<file path="config.mk">
export PLATFORM = sky130hd
export DESIGN_NAME = sdram_port_arbiter
export DESIGN_NICKNAME = d
export VERILOG_FILES = /design/src/rtl/sdram_pkg.sv /design/src/rtl/sdram_rr_pick.sv /design/src/rtl/sdram_port_arbiter.sv
export SDC_FILE = /design/constraint.sdc
export NUM_CORES = 1
export LEC_CHECK = 0
export CORE_MARGIN = 4
export CORE_UTILIZATION = 39
export CTS_CLUSTER_DIAMETER = 80
export DETAILED_ROUTE_END_ITERATION = 10
export GPL_ROUTABILITY_DRIVEN = 0
export GPL_TIMING_DRIVEN = 0
export PLACE_DENSITY = 0.83
export SKIP_LAST_GASP = 1
export SLEW_MARGIN = 20
export SYNTH_ARGS = -nofsm -noshare
export SYNTH_HDL_FRONTEND = slang
export SYNTH_SLANG_ARGS = --single-unit
export TNS_END_PERCENT = 50
</file>
<file path="constraint.sdc">
create_clock -name iclk -period 2 [get_ports iclk]
set_input_delay 0.4 -clock iclk [delete_from_list [all_inputs] [get_ports iclk]]
set_output_delay 0.4 -clock iclk [all_outputs]
set_load 0.05 [all_outputs]
</file>
<file path="src/rtl/sdram_pkg.sv">
// Shared encodings and width defaults for the SDRAM port arbiter.
// Build option: define SDRAM_ARB_FIXED_PRIO_EN for fixed port 0 priority.
package sdram_pkg;

    localparam int ADDR_W_DEF = 25;
    localparam int DATA_W_DEF = 16;

    typedef enum logic [2:0] {
        ST_IDLE  = 3'b001,
        ST_ISSUE = 3'b010,
        ST_DONE  = 3'b100
    } state_t;

    localparam logic [1:0] GNT_NONE = 2'b00;
    localparam logic [1:0] GNT_P0   = 2'b01;
    localparam logic [1:0] GNT_P1   = 2'b10;

endpackage

</file>
<file path="src/rtl/sdram_rr_pick.sv">
// Two-requester selector: round-robin by default, fixed port 0 priority
// when SDRAM_ARB_FIXED_PRIO_EN is defined.
import sdram_pkg::*;

module sdram_rr_pick (
    input  logic [1:0] req,
    input  logic       last_grant,
    output logic [1:0] grant
);

`ifdef SDRAM_ARB_FIXED_PRIO_EN
    logic last_grant_unused;
    assign last_grant_unused = last_grant;

    always_comb begin
        grant = GNT_NONE;
        if (req[0]) begin
            grant = GNT_P0;
        end else if (req[1]) begin
            grant = GNT_P1;
        end
    end
`else
    // last_grant = 1 means port 1 owned the previous transaction
    always_comb begin
        grant = GNT_NONE;
        case (req)
            2'b01:   grant = GNT_P0;
            2'b10:   grant = GNT_P1;
            2'b11:   grant = last_grant ? GNT_P0 : GNT_P1;
            default: grant = GNT_NONE;
        endcase
    end
`endif

endmodule

</file>
<file path="src/rtl/sdram_port_arbiter.sv">
// Shares one sdram_controller write/read request interface between two clients.
// Build option: SDRAM_ARB_FIXED_PRIO_EN selects fixed priority in sdram_rr_pick.
import sdram_pkg::*;

module sdram_port_arbiter #(
    parameter int ADDR_W = ADDR_W_DEF,
    parameter int DATA_W = DATA_W_DEF
) (
    input  logic              iclk,
    input  logic              ireset_n,

    input  logic              ip0_req,
    input  logic              ip0_we,
    input  logic [ADDR_W-1:0] ip0_addr,
    input  logic [DATA_W-1:0] ip0_wdata,
    output logic              op0_ack,
    output logic [DATA_W-1:0] op0_rdata,

    input  logic              ip1_req,
    input  logic              ip1_we,
    input  logic [ADDR_W-1:0] ip1_addr,
    input  logic [DATA_W-1:0] ip1_wdata,
    output logic              op1_ack,
    output logic [DATA_W-1:0] op1_rdata,

    output logic              owrite_req,
    output logic [ADDR_W-1:0] owrite_address,
    output logic [DATA_W-1:0] owrite_data,
    input  logic              iwrite_ack,
    output logic              oread_req,
    output logic [ADDR_W-1:0] oread_address,
    input  logic [DATA_W-1:0] iread_data,
    input  logic              iread_ack,

    output logic              obusy,
    output logic [1:0]        ogrant
);

    // Handshakes: a client holds req (with stable we) until it sees its one-cycle
    // ack and drops req on that edge; toward the controller, req is held until the
    // matching ack is sampled and dropped on that same edge, so each access issues once.

    state_t            state, state_n;
    logic [1:0]        grant_pick, gnt_n;
    logic              last_grant, last_n;
    logic              we_q, we_n;
    logic [ADDR_W-1:0] addr_q, addr_n;
    logic [DATA_W-1:0] wdata_q, wdata_n;
    logic              wr_n, rd_n, ack0_n, ack1_n, busy_n;
    logic [DATA_W-1:0] rdata0_n, rdata1_n;
    logic              txn_ack;

    sdram_rr_pick u_pick (
        .req        ({ip1_req, ip0_req}),
        .last_grant (last_grant),
        .grant      (grant_pick)
    );

    assign owrite_address = addr_q;
    assign oread_address  = addr_q;
    assign owrite_data    = wdata_q;

    // Only the ack matching the issued direction completes the access.
    assign txn_ack = we_q ? iwrite_ack : iread_ack;

    always_comb begin
        state_n  = state;
        gnt_n    = ogrant;
        last_n   = last_grant;
        we_n     = we_q;
        addr_n   = addr_q;
        wdata_n  = wdata_q;
        wr_n     = owrite_req;
        rd_n     = oread_req;
        ack0_n   = 1'b0;
        ack1_n   = 1'b0;
        rdata0_n = op0_rdata;
        rdata1_n = op1_rdata;

        case (state)
            ST_IDLE: begin
                if (grant_pick != GNT_NONE) begin
                    gnt_n  = grant_pick;
                    last_n = grant_pick[1];
                    if (grant_pick[0]) begin
                        we_n    = ip0_we;
                        addr_n  = ip0_addr;
                        wdata_n = ip0_wdata;
                    end else begin
                        we_n    = ip1_we;
                        addr_n  = ip1_addr;
                        wdata_n = ip1_wdata;
                    end
                    wr_n    = we_n;
                    rd_n    = ~we_n;
                    state_n = ST_ISSUE;
                end
            end
            ST_ISSUE: begin
                if (txn_ack) begin
                    wr_n = 1'b0;
                    rd_n = 1'b0;
                    if (!we_q) begin
                        if (ogrant[0]) begin
                            rdata0_n = iread_data;
                        end else begin
                            rdata1_n = iread_data;
                        end
                    end
                    ack0_n  = ogrant[0];
                    ack1_n  = ogrant[1];
                    state_n = ST_DONE;
                end
            end
            ST_DONE: begin
                gnt_n   = GNT_NONE;
                state_n = ST_IDLE;
            end
            default: begin
                gnt_n   = GNT_NONE;
                wr_n    = 1'b0;
                rd_n    = 1'b0;
                state_n = ST_IDLE;
            end
        endcase

        busy_n = (state_n != ST_IDLE);
    end

    always_ff @(posedge iclk or negedge ireset_n) begin
        if (!ireset_n) begin
            state      <= ST_IDLE;
            ogrant     <= GNT_NONE;
            last_grant <= 1'b1;
            we_q       <= 1'b0;
            addr_q     <= '0;
            wdata_q    <= '0;
            owrite_req <= 1'b0;
            oread_req  <= 1'b0;
            op0_ack    <= 1'b0;
            op1_ack    <= 1'b0;
            op0_rdata  <= '0;
            op1_rdata  <= '0;
            obusy      <= 1'b0;
        end else begin
            state      <= state_n;
            ogrant     <= gnt_n;
            last_grant <= last_n;
            we_q       <= we_n;
            addr_q     <= addr_n;
            wdata_q    <= wdata_n;
            owrite_req <= wr_n;
            oread_req  <= rd_n;
            op0_ack    <= ack0_n;
            op1_ack    <= ack1_n;
            op0_rdata  <= rdata0_n;
            op1_rdata  <= rdata1_n;
            obusy      <= busy_n;
        end
    end

endmodule

</file>
==> results by stage, run 1 <==
Pwr:
- Net switching is 50.4% of the power.
- The analysis attributes to net switching a power of 0.00621 W.
- The clock network fraction of design power is 10.6%.
- The cell-internal power is 0.00611 W.
- The sequential power share is 25.1%.
- VDD sags by at most 1.12 mV.
- Power spread over the standard cell area amounts to 1960 mW/mm².
- Combinational logic burns 64.2% of the power.
- The analysis attributes to cell leakage a power of 3.08 nW.

Placement:
- The detailed placer's ending HPWL is 8720 µm.
- During placement, the flow inserted port buffers numbering 210.
- After detailed placement, the design holds a cell count of 662.

CTS:
- The total CTS buffers is 9.
- The root buffer cell is sky130_fd_sc_hd__clkbuf_8.
- CTS saw 85 sinks.
- The CTS tree is built.
- Clock-pin slew was measured on the worst setup and hold paths at 0.09 ns.
- After clock tree synthesis, the setup repair step added 0 buffers.
- At the later pin of the worst-skew pair, clock insertion delay measures 0.33 ns.
- Counting along the longest clock path gives a buffer depth of 2.
- The number of H-tree levels is 3.

Die:
- The floorplan die area is 0.0113 mm².
- The starting density of the core is 40.3%.
- The die is 106 µm tall.
- The floorplan step defined a core boundary enclosing 0.00933 mm².
- The width of the chip is 106 µm.
- The number of cell rows is 35.
- 211 I/O pins were placed.

Min path:
- The tightest min-delay check is of the input pin to async pin type.

Synth:
- The count of flip-flops with a built-in enable after synthesis is 0.
- The synthesized netlist devotes 0% of its cell area to XOR and XNOR gates.
- Of the post-synthesis cell area, the part taken by muxes is 9.85%.
- Dividing the synthesized area by the synthesized cell count gives 11.7 µm².
- Summing the sequential cell areas from Yosys gives 56.7% of the chip area.
- Of all flip-flops after synthesis, the portion carrying an async set or reset was 100%.
- The Yosys warning count is 0.
- The most used flip-flop cell after synthesis is sky130_fd_sc_hd__dfrtp_1.
- The post-synth net total is 428.
- The number of flip-flops and latches in the synthesized netlist is 85.
- Synthesis instantiated 32 different standard cells from the library.
- The cell area that synthesis handed to floorplanning was 0.00376 mm².
- The count of mapped cells out of synthesis is 322.
- By area, the combinational part of the netlist is dominated by simple AND/OR/NAND/NOR gates.
- After Yosys synthesis, full adders, half adders and majority gates account for 0% of the synthesized area.
- The synthesized netlist devotes 10.7% of its cell area to compound gates.
- The synthesized-area fraction occupied by and/or/nand/nor cells is 12.8%.

Timing:
- The number of slew-limit violations in the final report is 0.
- The sum of negative setup slack is 0 ns.
- The final cycle utilization of the critical path is 97.6%.
- Setup repair after global routing could not meet its margin everywhere.
- The largest clock skew in the final design is 0.00984 ns.
- Setup violations remaining at the end of the flow were counted as 0.
- Derived from the worst setup path, the maximum achievable clock frequency is 512 MHz.
- The normalized max-slew margin is 61.9%.
- The smallest clock period supported by the final layout is computed as 1.95 ns.
- The final-layout worst hold slack is 0.0117 ns.
- At the pin with the least slew margin, the transition time is 0.570 ns.
- The number of endpoints with negative hold slack in the final report is 0.

Job:
- The number of max-cap violations is 0.

Worst setup path:
- The critical path endpoint category is a primary output.
- The depth of the worst register-to-register path is 5.
- The cell with the largest stage delay on the worst path is sky130_fd_sc_hd__clkdlybuf4s50_1.
- At the worst endpoint, the arrival time is 1.55 ns.
- STA classifies the critical path startpoint as a flop.
- The maximum fanout along the worst path is 3.
- Data on the critical path is required at its endpoint by 1.60 ns.
- In this design, the stage delay of the slowest critical-path cell is 0.82 ns.
- The worst setup path is of the flop to primary output kind.
- Traced cell by cell, the critical path runs through clkdlybuf4s50_1.
- The count of buffer and inverter cells on the critical path is 1.
- The kind of cell with the highest combined delay on the critical path is buffers and inverters.
- In this run the number of cells on the critical path is 1.

Layout:
- The utilization after layout is 67.4%.
- The number of antenna cells inserted is 0.
- The layout net count is 650.
- Leaving out fill and tap cells, the most frequent cell in the layout is sky130_fd_sc_hd__clkdlybuf4s50_1.
- The sequential cells in the finished layout cover a total of 0.00213 mm².
- In the final layout, the multi-input gates occupy 0.00125 mm².
- The number of inserted filler cells in the final layout is 733.
- Leaving out filler cells and counting taps, the final layout contains 678.
- In the layout the commonest cells are 180 x sky130_fd_sc_hd__clkdlybuf4s50_1, 88 x sky130_fd_sc_hd__nand2_1, 83 x sky130_fd_sc_hd__dfrtp_1, 41 x sky130_fd_sc_hd__a22oi_1, 32 x sky130_fd_sc_hd__mux2_1.
- Cells with a size suffix above 1 make up 12.6% of the layout.
- The post-synthesis to final-layout area growth is 67.2%.

Global routing:
- The number of global-route vias before repair came to 3557.
- Global routing finished with a remaining overflow of 0.
- The number of antenna violations at the first check in global routing is 0.
- The total global-route track usage is 19.6%.
- The first-pass GRT wire length is 17600 µm.
- Entering global routing, the biggest net connects 52 pins.

Detailed routing:
- Using the TritonRoute via totals, the vias-per-cell ratio works out to 4.76.
- The met3 wire length is 945 µm.
- The post-detailed-route DRC marker count is 0.
- The final layout contains routed wiring with a total length of 11000 µm.
- The total number of vias is 3224.
- In this run, the number of DRC markers left after iteration 0 of detailed routing was 87.
- The average routed wire per standard cell is 16.3 µm.
- The detail route stage leaves a number of antenna-violating nets equal to 0.
- Detailed routing placed a total of 5420 µm of wire on met2.
- The length of the first detailed-routing pass in iterations is 4.
- The met1 layer wirelength in the final routing is 4490 µm.
- In this run the top signal layer used is met4.

Status:
- The run finished with clean final reports.
[area by class of cell]
| cell class | count | area share [%] |
|---|---|---|
| Multi-Input combinational cell | 191 | 19.9 |
| Buffer | 42 | 5.55 |
| Inverter | 4 | 0.458 |
| Clock inverter | 6 | 1.39 |
| Tap cell | 129 | 2.57 |
| Sequential cell | 85 | 33.9 |
| Clock buffer | 10 | 2.03 |
| Timing Repair Buffer | 211 | 34.2 |
[metrics by stage]
step	setup WS (ns)	instance area [µm²]	power (W)
4_1_cts	-0.0522	6250	0.0125
3_5_place_dp	-0.101	6050	0.0112
6_report	0.0470	6290	0.0123
5_1_grt	-0.0377	6290	0.0129
2_1_floorplan	0.342	3760	0.00842
3_3_place_gp	-2.43	6020	0.0111
[cells in the mapped netlist (all sizes together) (2+ instances only)]
cell | instances | area share [%]
nand2 | 88 | 8.8
dfrtp | 83 | 55
buf | 42 | 9.3
a22oi | 41 | 8.2
mux2 | 32 | 9.6
o21ai | 5 | 0.77
a21o | 3 | 0.60
a21oi | 3 | 0.40
inv | 3 | 0.30
and2 | 2 | 0.33
dfstp | 2 | 1.4
nor2 | 2 | 0.20
nor3 | 2 | 0.57
nor3b | 2 | 0.83
[metal layers]
metal	track usage [%]	vias to the layer above
li1	-	1522
met1	23.4	1526
met2	33.3	162
met3	6.07	14
met4	6.94	0
met5	0	-
[kinds of logic after synthesis]
kind of cell | count (synthesis)
AOI/OAI and AO/OA | 55
buffers and inverters | 46
and+or+nand+nor | 103
DFF | 85
muxes | 33
[path summary, 6_finish.rpt]
| check | startpoint | to | slack (ns) |
|---|---|---|---|
| min in group iclk | op1_rdata[0]$_DFFE_PN0P_ | op1_rdata[0]$_DFFE_PN0P_ | 0.49 |
| worst max register to register | state[0]$_DFF_PN1_ | oread_address[13]$_DFFE_PN0P_ | 0.15 |
| max in group asynchronous | ireset_n | oread_address[14]$_DFFE_PN0P_ | 1.37 |
| worst max-delay path | oread_address[13]$_DFFE_PN0P_ | oread_address[13] | 0.05 |
| worst min-delay path | ireset_n | op0_rdata[13]$_DFFE_PN0P_ | 0.01 |
| worst min register to register | op1_rdata[0]$_DFFE_PN0P_ | op1_rdata[0]$_DFFE_PN0P_ | 0.49 |
[sequential cells by signal, summed over array words and instances, names as in the netlist, 2 cells and up]
register,count
oread_address,25
ogrant,2
op0_rdata,16
owrite_data,16
state,3
op1_rdata,16
[power by group through the flow]
| stage | registers (W) | logic [W] | clock network, W |
|---|---|---|---|
| 3_3_place_gp | 0.00309 | 0.00796 | 0 |
| 2_1_floorplan | 0.00572 | 0.00270 | 0 |
| 4_1_cts | 0.00310 | 0.00802 | 0.00135 |
| 5_1_grt | 0.00322 | 0.00829 | 0.00143 |
| 6_report | 0.00310 | 0.00791 | 0.00131 |
| 3_5_place_dp | 0.00313 | 0.00809 | 0 |
[repair_timing]
action                                  in CTS  in global routing
resized for setup                           13                 16
endpoints found under the setup margin      27                 33
hold buffers                                 0                  0
pin swaps                                    0                  0
(Power assumes the default switching activity.)
==> inputs of run 2 (changes only) <==
--- a/config.mk
+++ b/config.mk
@@ -9,7 +9,7 @@
 export CORE_UTILIZATION = 39
 export CTS_CLUSTER_DIAMETER = 80
 export DETAILED_ROUTE_END_ITERATION = 10
-export GPL_ROUTABILITY_DRIVEN = 0
+export GPL_ROUTABILITY_DRIVEN = 1
 export GPL_TIMING_DRIVEN = 0
 export PLACE_DENSITY = 0.83
 export SKIP_LAST_GASP = 1
==> results of run 2 <==
No change in the layout: final DEF, timing and power equal those of run 1.
==> inputs of run 3 (changes only) <==
--- a/config.mk
+++ b/config.mk
@@ -17,4 +17,4 @@
 export SYNTH_ARGS = -nofsm -noshare
 export SYNTH_HDL_FRONTEND = slang
 export SYNTH_SLANG_ARGS = --single-unit
-export TNS_END_PERCENT = 50
+export TNS_END_PERCENT = 10
==> constraint.sdc (replaced) <==
create_clock -name iclk -period 2 [get_ports iclk]
set_input_delay 0.3 -clock iclk [delete_from_list [all_inputs] [get_ports iclk]]
set_output_delay 0.3 -clock iclk [all_outputs]
set_load 0.05 [all_outputs]
==> run 3 against run 2 <==
Effect of this change: cell count is 0.15% higher; critical path depth is 1 higher; combinational power is 2% higher; register-to-register slack better by 0.02 ns; critical path type unchanged.
==> results by stage, run 3 (synthesis results as in run 1) <==
Worst setup path:
- The critical path goes through buf_4 > clkdlybuf4s50_1.
- The count of buffer and inverter cells on the critical path is 2 (+1).
- The number of logic stages on the critical path including buffering was 2 (+1).
- The critical path launch point type is a flop.
- The kind of cell with the highest combined delay on the critical path is buffers and inverters.
- The required time reported for the critical path endpoint was 1.70 ns (+0.10 ns).
- The cell with the largest stage delay on the worst path is sky130_fd_sc_hd__clkdlybuf4s50_1.
- The worst setup path is captured at a primary output.
- The data arrival time of the critical path is 1.67 ns (+0.12 ns).
- The path type of the worst setup path is flop to primary output.
- The worst stage delay on the critical path came to 0.79 ns (-0.03 ns).
- The depth of the worst register-to-register path is 5 (unchanged).
- The maximum fanout along the worst path is 3 (unchanged).

Global routing:
- The first-pass GRT wire length came to 17700 µm (+0.15%).
- The maximum number of pins on one net before global-route repair is 52 (unchanged).
- The number of global-route vias before repair came to 3554 (-0.084%).
- The number of antenna violations at the first check in global routing is 0 (unchanged).
- The sum of overflow across all layers after global routing is 0 (unchanged).
- The total global-route track usage is 19.6% (+0.039 points).

Status:
- The run finished with clean final reports.

Pwr:
- The part of the power in combinational logic is 64.6% (+0.4 points).
- The total power is 0.0124 W (+0.99%).
- The cell-internal power was 0.00622 W (+1.7%).
- The clock network fraction of design power is 10.6% (about the same).
- The static leakage was 2.88 nW (-6.6%).
- The maximum vdd drop is 1.13 mV (+1.0%).
- The switching part of the total power is 50.0% (-0.36 points).
- The sequential power share is 24.9% (-0.2 points).
- The power per standard cell area is 1980 mW/mm² (+1.2%).
- The net switching power was 0.00622 W (+0.27%).

Timing:
- The setup violation total in the final timing report is 0 (unchanged).
- Setup repair after global routing could not meet its margin everywhere.
- The final setup slack of the worst path is 0.0347 ns (-0.0123 ns).
- The number of slew-limit violations in the final report came to 0 (unchanged).
- The number of endpoints with negative hold slack in the final report came to 0 (unchanged).
- The largest clock skew in the final design was 0.0105 ns (+0.000709 ns).
- The transition time at the pin with the least slew margin is 0.567 ns (-0.00320 ns).
- The normalized max-slew margin is 62.1% (+0.16 points).
- The final-layout worst hold slack came to 0.461 ns (+0.449 ns).
- The final critical path time including I/O delays and setup is 1.97 ns (+0.0123 ns).
- The maximum clock rate is 509 MHz (-0.63%).
- The sum of negative setup slack is 0 ns (unchanged).
- The final cycle utilization of the critical path is 98.3% (+0.61 points).

Placement:
- The worst-case setup slack after placement is -0.00138 ns (+0.100 ns).
- The number of port buffers is 210 (unchanged).
- The detailed placer's ending HPWL came to 8720 µm (unchanged).
- The number of cells in the design after placement is 662 (unchanged).
- Routability-driven placement finished with a final weighted congestion of 0.805.

Detailed routing:
- The total length of routed wires is 11100 µm (+0.21%).
- The total number of vias is 3240 (+0.50%).
- The length of the first detailed-routing pass in iterations came to 5 (+1).
- The number of vias per cell is 4.77 (+0.35%).
- The detailed router used layers up to and including met4.
- The post-detailed-route DRC marker count came to 0 (unchanged).
- The count of nets left with antenna violations after detail routing is 0 (unchanged).
- The detailed route wirelength on metal2 is 5440 µm (+0.44%).
- The violation count after the first detailed-route iteration is 94 (+8.0%).
- The met3 wire length is 949 µm (+0.42%).
- The met1 layer wirelength in the final routing is 4480 µm (about the same).
- The average routed wire per standard cell is 16.3 µm (about the same).

Die:
- The placeable core region is 0.00933 mm² (unchanged).
- The vertical extent of the die is 106 µm (unchanged).
- The width of the chip is 106 µm (unchanged).
- The starting density of the core is 40.3% (unchanged).
- The number of ports placed on the die boundary is 211 (unchanged).
- The number of cell rows came to 35 (unchanged).
- The floorplan die area is 0.0113 mm² (unchanged).

CTS:
- The number of H-tree levels is 3 (unchanged).
- The buffer depth of the longest clock path is 2 (unchanged).
- The clock slew at the register clock pins of the worst setup and hold paths is 0.09 ns (about the same).
- The clock latency reported for the late side of the worst-skew pair is 0.33 ns (about the same).
- The total CTS buffers was 9 (unchanged).
- The root buffer cell is sky130_fd_sc_hd__clkbuf_8.
- The number of clock sinks is 85 (unchanged).
- TritonCTS built the clock tree.

Layout:
- The layout net count was 651 (+0.15%).
- The top cell types in the final layout, fill and taps aside, are 208 x sky130_fd_sc_hd__clkdlybuf4s50_1, 88 x sky130_fd_sc_hd__nand2_1, 83 x sky130_fd_sc_hd__dfrtp_1, 41 x sky130_fd_sc_hd__a22oi_1, 32 x sky130_fd_sc_hd__mux2_1.
- From synthesis to final layout, the design area changed by 66.9%.
- The number of antenna cells inserted was 0 (unchanged).
- The post-layout instance count excluding filler cells is 679 (+0.15%).
- The share of layout cells above drive strength 1 is 12.5% (-0.023 points).
- The number of inserted filler cells in the final layout is 739 (+0.82%).
- The library cell used most frequently in the layout, excluding fill and tap cells, is sky130_fd_sc_hd__clkdlybuf4s50_1.
- The flip-flop count of the largest register, all copies and words added is 25 (unchanged).

Min path:
- The worst hold path belongs to the class input pin to async pin.

Job:
- The number of max-cap violations came to 0 (unchanged).
## run 3: area by class of cell
cell class / instances / area, µm² / area share (%)
clock inverters: 6 / 87.6 / 1.40
well taps: 129 / 161 / 2.57
clock buffers: 10 / 128 / 2.03
repair buffers: 212 / 2140 / 34.1
flip-flops and latches: 85 / 2130 / 33.9
inverters: 4 / 28.8 / 0.459
multi-input cells: 191 / 1250 / 19.9
plain buffers: 42 / 349 / 5.56
## run 3: per-stage QoR
stage | instance area (µm²) | util, %
floorplan | 3760 | -
global placement | 6020 | 64.6
detailed placement | 6050 | 64.8
CTS | 6270 | 67.2
global route | 6270 | 67.3
finish | 6270 | 67.3
## run 3: timing repair
item | CTS | global route
endpoints found under the setup margin | 0 | 11
setup buffers | 0 | 0
gates resized for setup | 0 | 1
endpoints found under the hold margin | 32 | 0
hold buffers | 1 | 0
## run 3: worst paths after layout
kind	to	slack, ns	start
setup / recovery	owrite_address[17]	0.03	oread_address[17]$_DFFE_PN0P_
hold / removal	op0_rdata[13]$_DFFE_PN0P_	0.46	ireset_n
setup reg to reg	oread_address[9]$_DFFE_PN0P_	0.17	state[0]$_DFF_PN1_
max in group asynchronous	oread_address[14]$_DFFE_PN0P_	0.92	ireset_n
min in group iclk	oread_address[17]$_DFFE_PN0P_	0.49	ip0_addr[17]
hold reg to reg	op1_rdata[11]$_DFFE_PN0P_	0.49	op1_rdata[11]$_DFFE_PN0P_
## run 3: layer usage
metal  vias to the layer above  global-route usage (%)
li1                       1526                       -
met1                      1538                    23.5
met2                       162                    33.3
met3                        14                    6.01
met4                         0                    7.12
met5                         -                       0
## run 3: power by group through the flow
stage	clock, W	combinational (W)	sequential (W)
CTS	0.00135	0.00811	0.00310
global route	0.00143	0.00841	0.00322
floorplan	0	0.00270	0.00572
finish	0.00131	0.00803	0.00310
global placement	0	0.00796	0.00309
detailed placement	0	0.00809	0.00313
## run 3: worst reg2reg max path, cell delays in order (launching register included)
cell,delay [ns]
sky130_fd_sc_hd__dfstp_2,0.60
sky130_fd_sc_hd__or3b_4,0.42
sky130_fd_sc_hd__nor3_4,0.41
sky130_fd_sc_hd__buf_6,0.22
sky130_fd_sc_hd__nand2_1,0.07
sky130_fd_sc_hd__nand2_1,0.06
